**src/rtl/bullet_pool.sv**
```systemverilog
// Pool of upward-moving player bullets: spawns on shoot, advances on each game
// tick, frees a slot at the screen top, and flags pixels covered by a bullet.
module bullet_pool #(
  parameter int NUM_BULLETS = 8,
  parameter int BULLET_W    = 4,
  parameter int BULLET_H    = 8,
  parameter int SPEED       = 4,
  parameter int COOLDOWN    = 4,
  parameter int REIMU_W     = 32
) (
  input  logic       clk,
  input  logic       rst,
  input  logic       tick,
  input  logic       shoot,
  input  logic       gameover,
  input  logic [9:0] reimux,
  input  logic [9:0] reimuy,
  input  logic [9:0] h_cnt,
  input  logic [9:0] v_cnt,
  input  logic       valid,
  output logic       bullet_pix,
  output logic [3:0] active_cnt,
  output logic       fire_pulse
);

  localparam logic [10:0] X_OFF   = 11'(REIMU_W / 2 - BULLET_W / 2);
  localparam logic [10:0] X_MAX   = 11'(640 - BULLET_W);
  localparam logic [7:0]  CD_LOAD = (COOLDOWN > 0) ? 8'(COOLDOWN - 1) : 8'd0;

  logic [NUM_BULLETS-1:0] active;
  logic [9:0]             x [NUM_BULLETS];
  logic [9:0]             y [NUM_BULLETS];
  logic [7:0]             cooldown;

  logic                   free_found;
  logic [3:0]             free_idx;
  logic                   spawn;
  logic [10:0]            spawn_x_raw;
  logic [9:0]             spawn_x;
  logic [NUM_BULLETS-1:0] active_next;
  logic [3:0]             cnt_next;
  logic                   pix_hit;

  // Lowest free slot is chosen from the pre-tick state, so a slot despawning
  // on this tick cannot be reused until the following tick.
  always_comb begin
    free_found = 1'b0;
    free_idx   = 4'd0;
    for (int i = NUM_BULLETS - 1; i >= 0; i--) begin
      if (!active[i]) begin
        free_found = 1'b1;
        free_idx   = 4'(i);
      end
    end
  end

  always_comb begin
    spawn = tick && shoot && !gameover && (cooldown == 8'd0) &&
            (reimuy >= 10'(BULLET_H)) && free_found;
    spawn_x_raw = {1'b0, reimux} + X_OFF;
    spawn_x     = (spawn_x_raw > X_MAX) ? X_MAX[9:0] : spawn_x_raw[9:0];
  end

  always_comb begin
    active_next = active;
    cnt_next    = 4'd0;
    if (gameover) begin
      active_next = '0;
    end else if (tick) begin
      for (int i = 0; i < NUM_BULLETS; i++) begin
        if (active[i] && (y[i] < 10'(SPEED))) active_next[i] = 1'b0;
        if (spawn && (free_idx == 4'(i)))     active_next[i] = 1'b1;
      end
    end
    for (int i = 0; i < NUM_BULLETS; i++) begin
      cnt_next = cnt_next + 4'(active_next[i]);
    end
  end

  // Hit test uses the pre-update slot state; 11-bit sums avoid wrap at the edges.
  always_comb begin
    pix_hit = 1'b0;
    for (int i = 0; i < NUM_BULLETS; i++) begin
      if (active[i] &&
          ({1'b0, h_cnt} >= {1'b0, x[i]}) &&
          ({1'b0, h_cnt} <  ({1'b0, x[i]} + 11'(BULLET_W))) &&
          ({1'b0, v_cnt} >= {1'b0, y[i]}) &&
          ({1'b0, v_cnt} <  ({1'b0, y[i]} + 11'(BULLET_H)))) begin
        pix_hit = 1'b1;
      end
    end
  end

  always_ff @(posedge clk) begin
    if (rst) begin
      active     <= '0;
      cooldown   <= 8'd0;
      bullet_pix <= 1'b0;
      active_cnt <= 4'd0;
      fire_pulse <= 1'b0;
      for (int i = 0; i < NUM_BULLETS; i++) begin
        x[i] <= 10'd0;
        y[i] <= 10'd0;
      end
    end else begin
      bullet_pix <= valid && pix_hit;
      active     <= active_next;
      active_cnt <= cnt_next;
      fire_pulse <= spawn;

      if (gameover) begin
        cooldown <= 8'd0;
      end else if (tick) begin
        if (spawn)                 cooldown <= CD_LOAD;
        else if (cooldown != 8'd0) cooldown <= cooldown - 8'd1;
      end

      if (tick && !gameover) begin
        for (int i = 0; i < NUM_BULLETS; i++) begin
          if (spawn && (free_idx == 4'(i))) begin
            x[i] <= spawn_x;
            y[i] <= reimuy - 10'(BULLET_H);
          end else if (active[i] && (y[i] >= 10'(SPEED))) begin
            y[i] <= y[i] - 10'(SPEED);
          end
        end
      end
    end
  end

endmodule

```
**config.mk**
```make
export PLATFORM = sky130hd
export DESIGN_NAME = bullet_pool
export DESIGN_NICKNAME = d
export VERILOG_FILES = /design/src/rtl/bullet_pool.sv
export SDC_FILE = /design/constraint.sdc
export NUM_CORES = 1
export LEC_CHECK = 0
export BUFFER_PORTS_ARGS = -buffer_cell sky130_fd_sc_hd__buf_2
export CAP_MARGIN = 20
export CORE_ASPECT_RATIO = 0.7
export CORE_MARGIN = 2
export CORE_UTILIZATION = 60
export DETAILED_ROUTE_END_ITERATION = 10
export GPL_ROUTABILITY_DRIVEN = 1
export GPL_TIMING_DRIVEN = 0
export PLACE_DENSITY = 0.79
export SETUP_SLACK_MARGIN = 0.4
export SYNTH_ARGS = -nofsm -noshare
export SYNTH_HDL_FRONTEND = slang
export SYNTH_SLANG_ARGS = --single-unit
```
**constraint.sdc**
```tcl
create_clock -name clk -period 10.4 [get_ports clk]
set_clock_uncertainty 0.2 [all_clocks]
set_input_delay 2.08 -clock clk [delete_from_list [all_inputs] [get_ports clk]]
set_output_delay 2.08 -clock clk [all_outputs]
set_load 0.1 [all_outputs]
```
==> reports/metrics.yaml, run 1 <==
pwr:
  power_density_nw_per_um2: 113.2
  leakagePower_uw: 0.007823
  vdd_drop_max_v: 0.0001258
routing:
  first_iter_violations: 1655
  vias: 14507
  wl_per_cell_um: 21.04
  via_per_inst: 6.377
  ant_nets: 0
  wl_um: 47870
  drc: 0
  drt-pass1-iter-count: 7
die:
  coreArea_um2: 27760
  io_pins: 52
  dieArea_um2: 29520
  rows: 51
  dieHeight_um: 144.4
  die_w_um: 204.5
  start_util: 0.6083
logic_synthesis:
  netlist_area_um2: 16880
  netlist_instances: 1821
  synth_top_area_frac: 0.2845
  synth-simple-area-share: 0.1552
  synth_seq_area_share: 0.3106
  ys_types: 77
  ys_top_cells_by_count: "335 x ha_1, 203 x inv_1, 171 x nor2_1"
  synth_most_common_cell: "ha_1"
  synth_nets: 2206
  yosysTopAreaCell: "edfxtp_1"
  synth.mux.area_fraction: 0.001778
  synth_top_family_by_area: "adder cells"
  avgSynthCellArea_um2: 9.272
  synth_xor_area_frac: 0.07884
  synthArstFlopShare: 0
  yosys.area_share.adder: 0.2530
  synthTopCellsByArea: "edfxtp_1 28%, ha_1 25%, xnor2_1 7.4%, inv_1 4.5%, nor2_1 3.8%"
  synthFlopType: "edfxtp_1"
  synth_edf_count: 160
  yosys_warnings: 0
  synth_seq_cells: 182
  synth_compound_area_frac: 0.1469
placement:
  io_buffer_count: 49
  routabilityCongestion: 0.9343
  hpwl_um: 36160
  dp_slack_ps: 3387
clock_tree:
  cts_root_buf: "clkbuf_16"
  cts_sinks: 182
  cts_resized: 0
  cts_htree_levels: 4
  numCtsBuffers: 17
  max-clock-path-buffers: 2
  cts_hold_buf: 0
  postCtsSetupRepairBufs: 0
  path_clk_slew_ps: 70
  clk_latency_ps: 470
  cts_tree: "done"
sta:
  layout_setup_ws_ps: 3670
  fin_tns_setup_ps: 0
  finalCriticalPeriod_ps: 6730
  fin_hold_ws_ps: 326.8
  rsz0062_at_grt: "no"
  hold_viol: 0
  drv_slew: 0
  setup_viol: 0
  worst_pin_slew_ps: 1078
  max_freq_mhz: 148.6
  period_share: 0.6472
  slew_headroom: 0.2779
final_layout:
  nets: 2275
  drive_above_1_share: 0.06201
  syn2layout_area_growth_pct: 7.840
job:
  maxCapViolCount: 0
setup_path:
  r2r_cells: 16
  cp_cell_sequence: "buf_2 > nor2b_1 > o211ai_1 > a211o_2 > nor2_8 > nand3_2 > inv_1 > a31oi_1 > fa_1 > fa_1 > fa_1 > inv_1 > ha_1 > fa_1 > xnor2_1 > nor2_1"
  start_kind: "primary input"
  cp_data_required_time_ps: 10510
  critPathSlowestCell: "fa_1"
  critical_path.top_delay_family: "adder cells"
  cp.depth: 16
  worst-path-buf-inv: 3
  cpPeakStageDelay_ps: 560
  critical_path_arrival_ps: 6850
  crit_type: "primary input to flip-flop"
  critPathCaptureType: "flip-flop"
  crit_top_cell: "fa_1"
  cp_max_fo: 10
  r2r_slack_ps: 5060
outcome:
  status: "finished, final reports clean"
global_route:
  gr-total-overflow: 0
  grt_pass1_vias: 13946
  globalRouteMet1Util: 0.4563
  grt_pass1_wl_um: 73690
  grt_max_degree: 20
  antenna_found_initial: 1
  grt_util_met3: 0.06242
  grt-busiest-layer: "met2"
  grt_use_met2: 0.5153
  grt_usage: 0.3290
hold_path:
  min_path_cells: 2
  hold_class: "flip-flop to flip-flop"
==> path summary, 6_finish.rpt <==
check / endpoint / start
min reg2reg: cooldown[7] / cooldown[7]
max reg2reg: active_cnt[2] / active[2]
max: active_cnt[2] / tick
min: cooldown[7] / cooldown[7]
==> layout make-up <==
| type | count | area [µm²] |
|---|---|---|
| clock buffer | 17 | 425.4 |
| antenna | 1 | 2.502 |
| timing repair buffer | 50 | 252.7 |
| multi-input combinational | 1402 | 10760 |
| tap | 371 | 464.2 |
| inverter | 206 | 773.2 |
| fill | 2228 | 9549 |
| sequential | 182 | 5245 |
| clock inverter | 15 | 148.9 |
| buffer | 31 | 132.6 |
==> through the flow <==
step	cell area (µm²)	std cells	util	power [µW]
floorplan	16880	1821	-	1239
global placement	17590	2241	0.6339	1381
detailed placement	17630	2242	0.6352	1411
CTS	18210	2274	0.6559	2047
global route	18210	2274	0.6559	2152
finish	18210	2275	0.6560	2062
==> registers in the layout, indices dropped and copies added (netlist names) <==
| register | flops |
|---|---|
| bullet_pix | 1 |
| active | 8 |
| fire_pulse | 1 |
| x | 80 |
| active_cnt | 4 |
| cooldown | 8 |
| y | 80 |
==> logic make-up after synthesis <==
kind of cell / count (synthesis)
AO/OA/AOI/OAI: 376
adder cells (fa/ha/maj): 339
multiplexers: 3
buffers and inverters: 237
AND/OR/NAND/NOR: 532
XOR/XNOR: 152
flip-flops: 182
==> power breakdown <==
part	internal, µW	switching, µW
Combinational	209	327
Sequential	837	39.7
Clock	320	329
==> cells in the final DEF (no fill, tap or decap), types with 11 or more instances in the layout <==
| cell type | n |
|---|---|
| clkbuf_16 | 17 |
| nand2b_1 | 44 |
| a21o_1 | 21 |
| inv_1 | 203 |
| nor3_1 | 51 |
| xnor2_1 | 139 |
| nor2b_1 | 18 |
| buf_2 | 56 |
| nand4_1 | 15 |
| a211oi_1 | 22 |
| nand3_1 | 92 |
| o21a_1 | 23 |
| ha_1 | 335 |
| clkbuf_1 | 22 |
| nor2_1 | 171 |
| o22ai_1 | 51 |
| a31oi_1 | 11 |
| a21oi_1 | 78 |
| edfxtp_1 | 160 |
| and3_1 | 17 |
| o21ai_0 | 76 |
| nor4_1 | 11 |
| nand2_1 | 70 |
| dfxtp_1 | 22 |
==> routing by layer <==
metal  up-vias  routed length [µm]
met4         0                1449
met1      6913               20300
li1       6734                   -
met2       738               20590
met5         -                   0
met3       122                5526
==> worst reg2reg max path, delay by kind of cell, from the launching register on <==
kind	cells	cell delay, ps
AOI/OAI and AO/OA	3	1120
xor gates and xnor gates	1	260
adders and majority gates	5	2090
buffers and inverters	3	540
DFF	1	330
and+or+nand+nor	4	660
Power figures use the tool's default switching activity.
==> run 2: changes to the inputs <==
--- a/config.mk
+++ b/config.mk
@@ -9,11 +9,11 @@
 export CAP_MARGIN = 20
 export CORE_ASPECT_RATIO = 0.7
 export CORE_MARGIN = 2
-export CORE_UTILIZATION = 60
+export CORE_UTILIZATION = 58
 export DETAILED_ROUTE_END_ITERATION = 10
 export GPL_ROUTABILITY_DRIVEN = 1
 export GPL_TIMING_DRIVEN = 0
-export PLACE_DENSITY = 0.79
+export PLACE_DENSITY = 0.8
 export SETUP_SLACK_MARGIN = 0.4
 export SYNTH_ARGS = -nofsm -noshare
 export SYNTH_HDL_FRONTEND = slang
==> constraint.sdc (replaced) <==
create_clock -name clk -period 6 [get_ports clk]
set_clock_uncertainty 0.2 [all_clocks]
set_input_delay 1.2 -clock clk [delete_from_list [all_inputs] [get_ports clk]]
set_output_delay 1.2 -clock clk [all_outputs]
set_load 0.1 [all_outputs]
==> run 2 against run 1 <==
Net effect: power increased by 73%; global-route usage shrank 1.6 points; cell count is 0.48% higher; register-to-register slack lost 4200 ps; combinational power grew 74%; worst setup slack worse by 3200 ps; hold slack got worse by 6.4 ps; first-iteration DRC count down 1.7%; clock power up 73%; critical path type unchanged; sequential cell count stayed put; sequential share of layout area shrank 0.057 points; clock-buffer cell count increased by 3; largest power group unchanged; highest routed layer unchanged.
==> reports/metrics.yaml, run 2 (same netlist as run 1, synthesis figures left out) <==
pwr:
  p_int_uw: 2417
  p_sw_frac: 0.3229
  p_total_uw: 3569
  power_frac_clock: 0.313
  power_density_nw_per_um2: 195.6
  seqPwrFrac: 0.426
  vdd_drop_max_v: 0.0001928
  leakagePower_uw: 0.007829
  switchingPower_uw: 1152
  pwr-share-comb: 0.261
global_route:
  grt_max_degree: 17
  grt_pass1_wl_um: 74690
  grt_pass1_vias: 13865
  gr-total-overflow: 0
  antenna_found_initial: 0
  grt_usage: 0.3128
routing:
  vias: 14304
  via_per_inst: 6.257
  wl_per_cell_um: 20.97
  ant_nets: 0
  first_iter_violations: 1627
  wl_um: 47940
  drt-pass1-iter-count: 6
  drc: 0
setup_path:
  crit_type: "primary input to flip-flop"
  cp_data_required_time_ps: 6150
  crit_top_cell: "fa_1"
  critical_path.top_delay_family: "adder cells"
  cp_max_fo: 10
  critical_path_arrival_ps: 5630
  start_kind: "primary input"
  worst-path-buf-inv: 3
  cpPeakStageDelay_ps: 560
  critPathCaptureType: "flip-flop"
  cp_cell_sequence: "buf_2 > nor2b_2 > o211ai_1 > a211o_2 > nor2_8 > nand3_4 > inv_1 > a31oi_2 > fa_1 > fa_1 > fa_1 > inv_1 > ha_1 > fa_1 > nor2b_1"
  critPathSlowestCell: "fa_1"
sta:
  max_freq_mhz: 182.2
  fin_tns_setup_ps: 0
  hold_viol: 0
  slew_headroom: 0.4486
  period_share: 0.9145
  worst_pin_slew_ps: 819.6
  rsz0062_at_grt: "no"
  setup_viol: 0
  drv_slew: 0
  finalCriticalPeriod_ps: 5487
final_layout:
  final_common_cell: "ha_1"
  syn2layout_area_growth_pct: 8.055
  drive_above_1_share: 0.06289
  fillers: 2301
  multi_input_area_um2: 10760
  final_area_um2: 18250
  reg_top3: "x x80, y x80"
  final_cells: 2286
  diodes: 0
  seq_area_um2: 5245
  final_cell_mix: "335 x ha_1, 203 x inv_1, 171 x nor2_1"
  nets: 2280
die:
  dieArea_um2: 30510
  start_util: 0.5871
  die_w_um: 207.9
  coreArea_um2: 28760
  io_pins: 52
  rows: 52
  dieHeight_um: 146.8
clock_tree:
  cts_sinks: 182
  clk_latency_ps: 450
  cts_hold_buf: 0
  numCtsBuffers: 17
  cts_tree: "done"
  max-clock-path-buffers: 2
  cts_htree_levels: 4
  path_clk_slew_ps: 70
  cts_root_buf: "clkbuf_16"
placement:
  placedCellCount: 2254
  routabilityCongestion: 0.9895
  io_buffer_count: 49
  placed_cell_area_um2: 17650
  hpwl_um: 36520
hold_path:
  hold_class: "flip-flop to flip-flop"
job:
  maxCapViolCount: 0
outcome:
  status: "finished, final reports clean"
## run 2: metrics by stage
step	worst slack, ps	util	hold slack (ps)
final	513.0	0.6344	320.3
after global routing	421.6	0.6344	378.3
after CTS	418.8	0.6337	322.1
after detailed placement	-48.69	0.6137	302.1
after global placement	49.32	0.6121	295.6
after floorplan	914.4	-	280.1
## run 2: final cells by class
| cell class | instances | area share |
|---|---|---|
| Clock inverter | 12 | 0.006446 |
| Sequential cell | 182 | 0.2875 |
| Tap cell | 378 | 0.02592 |
| Multi-Input combinational cell | 1402 | 0.5896 |
| Clock buffer | 20 | 0.02503 |
| Timing Repair Buffer | 55 | 0.01591 |
| Inverter | 206 | 0.04238 |
| Buffer | 31 | 0.007269 |
## run 2: layer usage
layer	global-route usage	vias to the layer above	share of wire
met4	0.08511	0	0.022
met5	0	-	0
met2	0.4949	700	0.44
met3	0.06007	94	0.10
li1	-	6756	-
met1	0.4402	6754	0.44
## run 2: timing repair
| action | CTS | global route |
|---|---|---|
| setup endpoints to repair | 0 | 2 |
| resized for setup | 0 | 4 |
| setup buffers | 0 | 0 |
## run 2: path summary, 6_finish.rpt
path / endpoint / cells after the start / slack [ps] / from
max: active_cnt[1] / 15 / 510 / tick
min: cooldown[7] / 2 / 320 / cooldown[7]
max reg2reg: active_cnt[1] / 15 / 850 / active[3]
min reg2reg: cooldown[7] / 2 / 320 / cooldown[7]
## run 2: power by group through the flow
stage / Sequential, µW / Combinational (µW) / Clock, µW
floorplan: 1530 / 617 / 0
global placement: 1540 / 848 / 0
detailed placement: 1540 / 903 / 0
CTS: 1520 / 914 / 1120
global route: 1530 / 1040 / 1160
finish: 1520 / 933 / 1120
## run 2: worst register-to-register path, cell delays in order (launching register included)
cell,delay [ps]
dfxtp_1,310
clkbuf_1,390
nand4_1,230
o211ai_1,450
a211o_2,320
nor2_8,100
nand3_4,180
inv_1,90
a31oi_2,270
fa_1,490
fa_1,490
fa_1,500
inv_1,50
ha_1,210
fa_1,500
nor2b_1,250
==> run 3: changes to the inputs <==
--- a/config.mk
+++ b/config.mk
@@ -9,11 +9,11 @@
 export CAP_MARGIN = 20
 export CORE_ASPECT_RATIO = 0.7
 export CORE_MARGIN = 2
-export CORE_UTILIZATION = 58
+export CORE_UTILIZATION = 60
 export DETAILED_ROUTE_END_ITERATION = 10
 export GPL_ROUTABILITY_DRIVEN = 1
 export GPL_TIMING_DRIVEN = 0
-export PLACE_DENSITY = 0.8
+export PLACE_DENSITY = 0.79
 export SETUP_SLACK_MARGIN = 0.4
 export SYNTH_ARGS = -nofsm -noshare
 export SYNTH_HDL_FRONTEND = slang
==> constraint.sdc (replaced) <==
create_clock -name clk -period 6.9 [get_ports clk]
set_clock_uncertainty 0.2 [all_clocks]
set_input_delay 1.38 -clock clk [delete_from_list [all_inputs] [get_ports clk]]
set_output_delay 1.38 -clock clk [all_outputs]
set_load 0.1 [all_outputs]
==> run 3 against run 2 <==
Net effect: combinational power fell by 14%; register-to-register slack improved by 720 ps; core utilization rose by 2.2 points; worst setup slack improved by 360 ps; critical endpoint is now active_cnt[2]; largest power group unchanged; highest routed layer unchanged.
==> reports/metrics.yaml, run 3 (same netlist as run 1, synthesis figures left out) <==
placement:
  io_buffer_count: 49
  routabilityCongestion: 0.9343
  dp_slack_ps: 586.8
  hpwl_um: 36160
clock_tree:
  numCtsBuffers: 17
  cts_hold_buf: 0
  max-clock-path-buffers: 2
  cts_root_buf: "clkbuf_16"
  cts_tree: "done"
  cts_htree_levels: 4
  path_clk_slew_ps: 70
  cts_resized: 0
  cts_sinks: 182
  clk_latency_ps: 470
  postCtsSetupRepairBufs: 0
final_layout:
  reg_top3: "x x80, y x80"
  syn2layout_area_growth_pct: 7.840
  final_cell_mix: "335 x ha_1, 203 x inv_1, 171 x nor2_1"
  final_common_cell: "ha_1"
  drive_above_1_share: 0.06201
  nets: 2275
setup_path:
  r2r_slack_ps: 1570
  crit_type: "primary input to flip-flop"
  cp-startpoint: "tick"
  critPathCaptureType: "flip-flop"
  critPathCapture: "active_cnt[2]"
  cp_max_fo: 10
  start_kind: "primary input"
  critical_path_arrival_ps: 6140
  r2r_cells: 16
  r2r_start: "active[2]"
  timing.rr.end: "active_cnt[2]"
  cp_data_required_time_ps: 7020
routing:
  via_per_inst: 6.364
  drc: 0
  drt-pass1-iter-count: 5
  first_iter_violations: 1653
  wl_um: 47810
  ant_nets: 0
  vias: 14477
  wl_per_cell_um: 21.02
hold_path:
  min_path_cells: 2
  hp-start: "cooldown[7]"
  hold_class: "flip-flop to flip-flop"
outcome:
  status: "finished, final reports clean"
global_route:
  grt_max_degree: 20
  grt_usage: 0.3290
  grt_pass1_vias: 13949
  grt_pass1_wl_um: 73690
  antenna_found_initial: 1
  gr-total-overflow: 0
job:
  maxCapViolCount: 0
pwr:
  vdd_drop_max_v: 0.0001892
  power_density_nw_per_um2: 170.5
  leakagePower_uw: 0.007823
sta:
  slew_headroom: 0.2667
  hold_viol: 0
  setup_viol: 0
  worst_pin_slew_ps: 1095
  max_freq_mhz: 166.0
  finalCriticalPeriod_ps: 6024
  layout_setup_ws_ps: 875.5
  period_share: 0.8731
  fin_tns_setup_ps: 0
  rsz0062_at_grt: "no"
  drv_slew: 0
die:
  io_pins: 52
  dieHeight_um: 144.4
  rows: 51
  coreArea_um2: 27760
  start_util: 0.6083
  die_w_um: 204.5
  dieArea_um2: 29520
[run 3: cell types whose count changed in the layout (fill, tap and decap cells not counted), sizes merged]
cell,before,now
bufinv,1,0
buf,64,59
clkbuf,42,39
clkinv,6,5
inv,208,214
clkinvlp,3,2
diode,0,1
[run 3: routing by layer]
layer	wire length, µm	up-vias	track usage
met5	0	-	0
met4	1416	0	0.1171
met3	5600	123	0.06242
met2	20580	732	0.5154
met1	20210	6884	0.4563
li1	-	6738	-
[run 3: area by class of cell]
cell class	count	area (µm²)
diodes	1	2.502
plain buffers	31	132.6
clock buffers	17	425.4
clock inverters	15	148.9
fillers	2228	9549
inverters	206	773.2
multi-input cells	1402	10760
flip-flops and latches	182	5245
well taps	371	464.2
repair buffers	50	252.7
[run 3: power breakdown]
group,internal [µW],switching (µW),total [µW]
registers,1260,59.7,1320
logic,315,492,807
clock network,482,495,977
total,2060,1050,3110
[run 3: how the worst min path moves through the flow]
| stage | endpoint |
|---|---|
| finish | cooldown[7] |
| global route | cooldown[7] |
| detailed placement | cooldown[7] |
| floorplan | cooldown[7] |
| CTS | cooldown[7] |
| global placement | cooldown[7] |
[run 3: worst max-delay path: stages]
cell	delay (ps)
buf_2	280
nor2b_1	360
o211ai_1	290
a211o_2	450
nor2_8	220
nand3_2	320
inv_1	210
a31oi_1	110
fa_1	560
fa_1	450
fa_1	490
inv_1	50
ha_1	210
fa_1	400
xnor2_1	260
nor2_1	100
[run 3: metrics by stage]
step | hold WS [ps] | instance area, µm² | util | std cells | power [µW]
after CTS | 327.1 | 18210 | 0.6559 | 2274 | 3085
final | 326.8 | 18210 | 0.6560 | 2275 | 3105
after floorplan | 280.1 | 16880 | - | 1821 | 1867
after detailed placement | 305.9 | 17630 | 0.6352 | 2242 | 2127
after global routing | 355.1 | 18210 | 0.6559 | 2274 | 3243
after global placement | 294.9 | 17590 | 0.6339 | 2241 | 2081
